<file path="src/rtl/bloom_filter_kway.sv">
// -----------------------------------------------------------------------------
// bloom_filter_kway
//
// K-probe double-hashed bloom filter over 104-bit flow keys
// {ip_pro, src_port, dest_port}. The bit array holds 2^M_LOG2 bits.
// The filter makes one probe per cycle.
//
// Operations (op):
//   00 query, 01 insert, 10 clear, 11 query.
//
// Hashing:
//   The key is cut into M_LOG2-bit chunks. The last chunk is zero-extended.
//   h1 = XOR of all chunks
//   h2 = (sum of all chunks mod 2^M_LOG2) | 1
//   probe i reads bit (h1 + i*h2) mod 2^M_LOG2
//
// Ports:
//   clk          rising-edge clock
//   reset        synchronous reset, active low; clears the array and all state
//   in_valid     request strobe; a request is taken when in_valid & readyRecv
//   op           operation code, captured with the key at acceptance
//   ip_pro       {src_ip, dst_ip, protocol}; key bits [103:32]
//   src_port     key bits [31:16]
//   dest_port    key bits [15:0]
//   readyRecv    high only while idle
//   readyRes     one-cycle pulse; get_Result is valid during this pulse
//   get_Result   query: all K bits set; insert: all K bits already set; clear: 0
//   fill_count   number of array bits currently set
// -----------------------------------------------------------------------------
module bloom_filter_kway #(
   parameter int M_LOG2 = 10,
   parameter int K      = 3
) (
   input  logic              clk,
   input  logic              reset,
   input  logic              in_valid,
   input  logic [1:0]        op,
   input  logic [71:0]       ip_pro,
   input  logic [15:0]       src_port,
   input  logic [15:0]       dest_port,
   output logic              readyRecv,
   output logic              readyRes,
   output logic              get_Result,
   output logic [M_LOG2:0]   fill_count
);

   localparam int KEY_W   = 104;
   localparam int M_SIZE  = 1 << M_LOG2;
   localparam int N_CHUNK = (KEY_W + M_LOG2 - 1) / M_LOG2;
   localparam int PAD_W   = N_CHUNK * M_LOG2;
   localparam int PCNT_W  = (K > 1) ? $clog2(K) : 1;

   typedef enum logic [2:0] {
      S_IDLE,
      S_HASH,
      S_PROBE,
      S_CLEAR,
      S_DONE
   } state_t;

   state_t               state_q, state_d;

   logic [KEY_W-1:0]     key_q;
   logic                 ins_q;
   logic [M_LOG2-1:0]    h2_q;
   logic [M_LOG2-1:0]    idx_q;      // loaded with h1, then stepped by h2
   logic [M_LOG2-1:0]    clr_addr_q;
   logic [PCNT_W-1:0]    probe_q;
   logic                 hit_q;
   logic [M_SIZE-1:0]    bits_q;
   logic [M_LOG2:0]      fill_q;

   logic [PAD_W-1:0]     key_pad;
   logic [M_LOG2-1:0]    h1_c, sum_c, h2_c;
   logic                 last_probe, last_clear, bit_rd;

   // Both hashes come from the captured key. The sum wraps naturally at
   // M_LOG2 bits, which gives the mod 2^M_LOG2.
   always_comb begin
      key_pad              = '0;
      key_pad[KEY_W-1:0]   = key_q;
      h1_c                 = '0;
      sum_c                = '0;
      for (int j = 0; j < N_CHUNK; j++) begin
         h1_c  = h1_c ^ key_pad[j*M_LOG2 +: M_LOG2];
         sum_c = sum_c + key_pad[j*M_LOG2 +: M_LOG2];
      end
      // An odd stride is coprime with 2^M_LOG2, so the K probes never collide.
      h2_c = sum_c | M_LOG2'(1);
   end

   assign last_probe = (probe_q == PCNT_W'(K - 1));
   assign last_clear = (clr_addr_q == '1);
   assign bit_rd     = bits_q[idx_q];
   assign fill_count = fill_q;

   // NOTE: every signal driven here gets a default first, so no path can leave it unassigned and infer a latch.
   always_comb begin
      state_d    = state_q;
      readyRecv  = 1'b0;
      readyRes   = 1'b0;
      get_Result = 1'b0;
      case (state_q)
         S_IDLE: begin
            readyRecv = 1'b1;
            if (in_valid) state_d = (op == 2'b10) ? S_CLEAR : S_HASH;
         end
         S_HASH:  state_d = S_PROBE;
         S_PROBE: if (last_probe) state_d = S_DONE;
         S_CLEAR: if (last_clear) state_d = S_DONE;
         S_DONE: begin
            readyRes   = 1'b1;
            get_Result = hit_q;
            state_d    = S_IDLE;
         end
         default: state_d = S_IDLE;
      endcase
   end

   always_ff @(posedge clk) begin
      if (!reset) state_q <= S_IDLE;
      else        state_q <= state_d;
   end

   // NOTE: the bit array is a flop array and is reset. A reset must leave it empty, and partial inserts are discarded.
   always_ff @(posedge clk) begin
      if (!reset) begin
         key_q      <= '0;
         ins_q      <= 1'b0;
         h2_q       <= '0;
         idx_q      <= '0;
         clr_addr_q <= '0;
         probe_q    <= '0;
         hit_q      <= 1'b0;
         bits_q     <= '0;
         fill_q     <= '0;
      end else begin
         case (state_q)
            S_IDLE: begin
               if (in_valid) begin
                  key_q      <= {ip_pro, src_port, dest_port};
                  ins_q      <= (op == 2'b01);
                  clr_addr_q <= '0;
                  hit_q      <= 1'b0;   // a clear reports 0
               end
            end
            S_HASH: begin
               idx_q   <= h1_c;
               h2_q    <= h2_c;
               probe_q <= '0;
               hit_q   <= 1'b1;
            end
            S_PROBE: begin
               // The result is the AND of the values read before any write.
               hit_q <= hit_q & bit_rd;
               if (ins_q && !bit_rd) begin
                  bits_q[idx_q] <= 1'b1;
                  fill_q        <= fill_q + (M_LOG2+1)'(1);
               end
               idx_q   <= idx_q + h2_q;
               probe_q <= probe_q + PCNT_W'(1);
            end
            S_CLEAR: begin
               bits_q[clr_addr_q] <= 1'b0;
               clr_addr_q         <= clr_addr_q + M_LOG2'(1);
               if (last_clear) fill_q <= '0;
            end
            default: ;
         endcase
      end
   end

endmodule

</file>
<file path="config.mk">
export PLATFORM = sky130hd
export DESIGN_NAME = bloom_filter_kway
export DESIGN_NICKNAME = d
export VERILOG_FILES = /design/src/rtl/bloom_filter_kway.sv
export SDC_FILE = /design/constraint.sdc
export NUM_CORES = 2
export LEC_CHECK = 0
export CORE_MARGIN = 2
export CORE_UTILIZATION = 45
export DETAILED_ROUTE_END_ITERATION = 8
export PLACE_DENSITY_LB_ADDON = 0.12
export SLEW_MARGIN = 30
export SYNTH_ARGS = -nofsm -noshare
export SYNTH_HDL_FRONTEND = slang
export SYNTH_SLANG_ARGS = --single-unit
</file>
<file path="constraint.sdc">
create_clock -name clk -period 4.45 [get_ports clk]
set_input_delay 0.89 -clock clk [delete_from_list [all_inputs] [get_ports clk]]
set_output_delay 0.89 -clock clk [all_outputs]
set_load 0.02 [all_outputs]
</file>
==> qor.txt <==
FMAX = 214 MHz
most frequent cells in the layout = 1167 x dfxtp_1, 904 x o211ai_1, 722 x o21ai_1
Avg Cell Area, Syn = 9.00 um^2
post-layout util = 53.4%
ratio of routed vias to standard cells = 6.58
startpoint types = flop
min Tclk post-route = 4.67 ns
row count = 128
Final Cycle Share = 105%
DP HPWL = 142000 um
status = finished with violations
met1 usage = 48.9%
TritonCTS buffer count = 135
final wirelength = 233000 um
Min Hold Slack = 0.460 ns
unrepaired setup endpoints after global routing = yes
Pwr Total = 28.6 mW
sequential area share after synthesis = 42.9%
WL/cell = 29.6 um
Reg power frac = 38.2%
CTS tree = built
Synth Warn # = 0
gr busiest metal = met2
Area Overhead vs Synth = 17.9%
Arrival @ worst endpoint = 5.32 ns
initial core utilization = 45.3%
largest net degree at the start of global routing = 220
die area = 0.125 mm^2
clock sinks = 1176
# fillers = 11287
Synth Flop Type = dfxtp_1
GR Layer Usage met3 = 7.80%
Worst-Skew Late Latency = 0.78 ns
commonest non-fill, non-tap cell in the layout = dfxtp_1
vias in the first global route = 48936
Max Slew Vio Count = 0
IO Pins = 123
CP Capture Type = flop
mapped cell area = 0.0549 mm^2
first-pass GRT wire length = 337000 um
initial antenna violation count = 8
PD cells = 441 mW/mm^2
worst-case clock skew = 0.0291 ns
DRT Pass-1 Iters = 6
drt initial violations = 6838
final cell count without fillers = 7870
number of distinct library cells after synthesis = 71
grt ovf = 0
overall die height = 353 um
DRT antenna net count = 0
DIE WIDTH = 353 um
Core ar. = 0.121 mm^2
data required time at the worst endpoint = 5.10 ns
clk slew on worst S/H paths = 0.06 ns
EDFF count, synth = 0
Root Driver = clkbuf_16
CP Class = reg2reg
H-tree levels = 4
Gate power share = 22.0%
Cells after Synth = 6107
Vias = 51776
max-capacitance violation count = 0
Seq cells post-synth = 1176
Placement Setup Slack = -0.240 ns
CTS Buffer Depth = 3
Placed Instances = 7581
GR Util met2 = 53.4%
share of cells above drive strength 1 = 13.6%
peak supply drop = 0.447 mV
hold crit path type = reg2reg
Crit Path Max Fanout = 2
Clock Power Share = 39.8%
final setup margin = -0.219 ns
Worst slew margin = 27.5%
synthesized net count = 6318
Switching Share = 30.5%
Port Buffers = 122
DRC = 0
number of nets in the final layout = 6342
Async SR Flop Fraction = 0%
failing checks = negative setup slack
Hold Vio Cnt, Final = 0
Worst-Margin Slew = 1.08 ns
Leak = 20.5 nW
routability cong. = 0.968
total track usage = 35.9%
Int Pwr = 19.8 mW
count of final setup violators = 16
Sw Pwr = 8.71 mW
cells in the mapped netlist, types with 24 or more instances:
cell type,n,share of area [%]
dfxtp_1,1176,43
o211ai_1,904,12
o21ai_1,720,6.6
nand2_1,710,4.9
clkbuf_1,472,3.2
o21ai_0,340,3.1
mux2i_1,293,5.3
nand3_1,163,1.5
nor2_1,144,0.98
buf_2,142,1.3
inv_1,121,0.83
o22ai_1,118,1.3
a21boi_0,113,1.5
mux4_2,112,4.6
xnor2_1,91,1.5
fa_1,71,2.6
a21oi_1,35,0.32
nor3_1,34,0.31
ha_1,31,0.71
nand4_1,24,0.27
nor2b_1,24,0.27
timing repair:
item / in CTS / in global routing
gates resized for setup: 1 / 50
hold buffers: 0 / 0
cloned: 0 / 6
buffers inserted: 1 / 31
setup endpoints to repair: 4 / 741
pin swaps: 11 / 22
hold endpoints to repair: 0 / 0
sequential cells by signal, summed over array words and instances, names as in the netlist:
signal,count
hit_q,1
state_q,3
fill_count,11
h2_q,10
clr_addr_q,10
ins_q,1
probe_q,2
key_q,104
idx_q,10
bits_q,1024
final cells by class:
| class | count | area, um^2 | area share (%) |
|---|---|---|---|
| multi-input cells | 4174 | 28800 | 44.4 |
| flip-flops and latches | 1176 | 23600 | 36.4 |
| repair buffers | 521 | 5470 | 8.45 |
| clock buffers | 196 | 3950 | 6.10 |
| well taps | 1625 | 2030 | 3.14 |
| clock inverters | 47 | 497 | 0.767 |
| inverters | 123 | 462 | 0.713 |
| diodes | 8 | 20.0 | 0.0309 |
path summary, 6_finish.rpt:
check / cells past startpoint / slack [ns] / start / end
setup reg to reg: 19 / -0.22 / key_q[52] / h2_q[8]
setup / recovery: 19 / -0.22 / key_q[52] / h2_q[8]
hold reg to reg: 2 / 0.46 / bits_q[998] / bits_q[998]
hold / removal: 2 / 0.46 / bits_q[998] / bits_q[998]
per-stage QoR:
step / TNS (ns) / instance area, um^2
floorplan: -0.00808 / 55000
global placement: -0.437 / 59600
detailed placement: -0.542 / 59600
CTS: -0.412 / 64100
global route: -1.33 / 64800
finish: -0.702 / 64800
power groups by stage:
stage | Combinational, mW | Sequential, mW | Clock (mW)
detailed placement | 5.94 | 11.1 | 0
global route | 6.63 | 10.9 | 11.8
global placement | 5.91 | 11.1 | 0
finish | 6.29 | 10.9 | 11.4
floorplan | 3.56 | 11.0 | 0
CTS | 5.98 | 10.9 | 11.4
critical path, cell delays in order, from the launching register on:
cell and delay, ns:
dfxtp_1 0.33, inv_1 0.06, fa_1 0.52, fa_1 0.53, inv_1 0.06, fa_1 0.48
fa_1 0.52, inv_1 0.05, fa_1 0.51, inv_2 0.05, ha_4 0.15, fa_2 0.36
a21oi_2 0.12, o21bai_1 0.10, a21oi_1 0.14, nor2_1 0.06, nor2_1 0.14, xor2_1 0.16
o21ai_1 0.06, and2_1 0.15
cell families (layout without fill, tap and decap cells):
group,count (synthesis),after routing,synth area share [%]
fa+ha+maj,102,102,3.29
mux,416,416,10.2
compound gates,2340,2340,26.8
other cells,0,8,0
simple gates,1218,1218,9.71
buf+inv,757,887,5.58
flops,1176,1176,42.9
xor+xnor,98,98,1.56
per-layer routing:
metal	routed length [um]	share of wire, %	up-vias
met5	0	0	-
met4	13600	5.9	0
met3	25400	11	702
met2	99900	43	3146
met1	94100	40	25363
li1	-	-	22565
No activity file was read; power rests on OpenSTA's default activity.
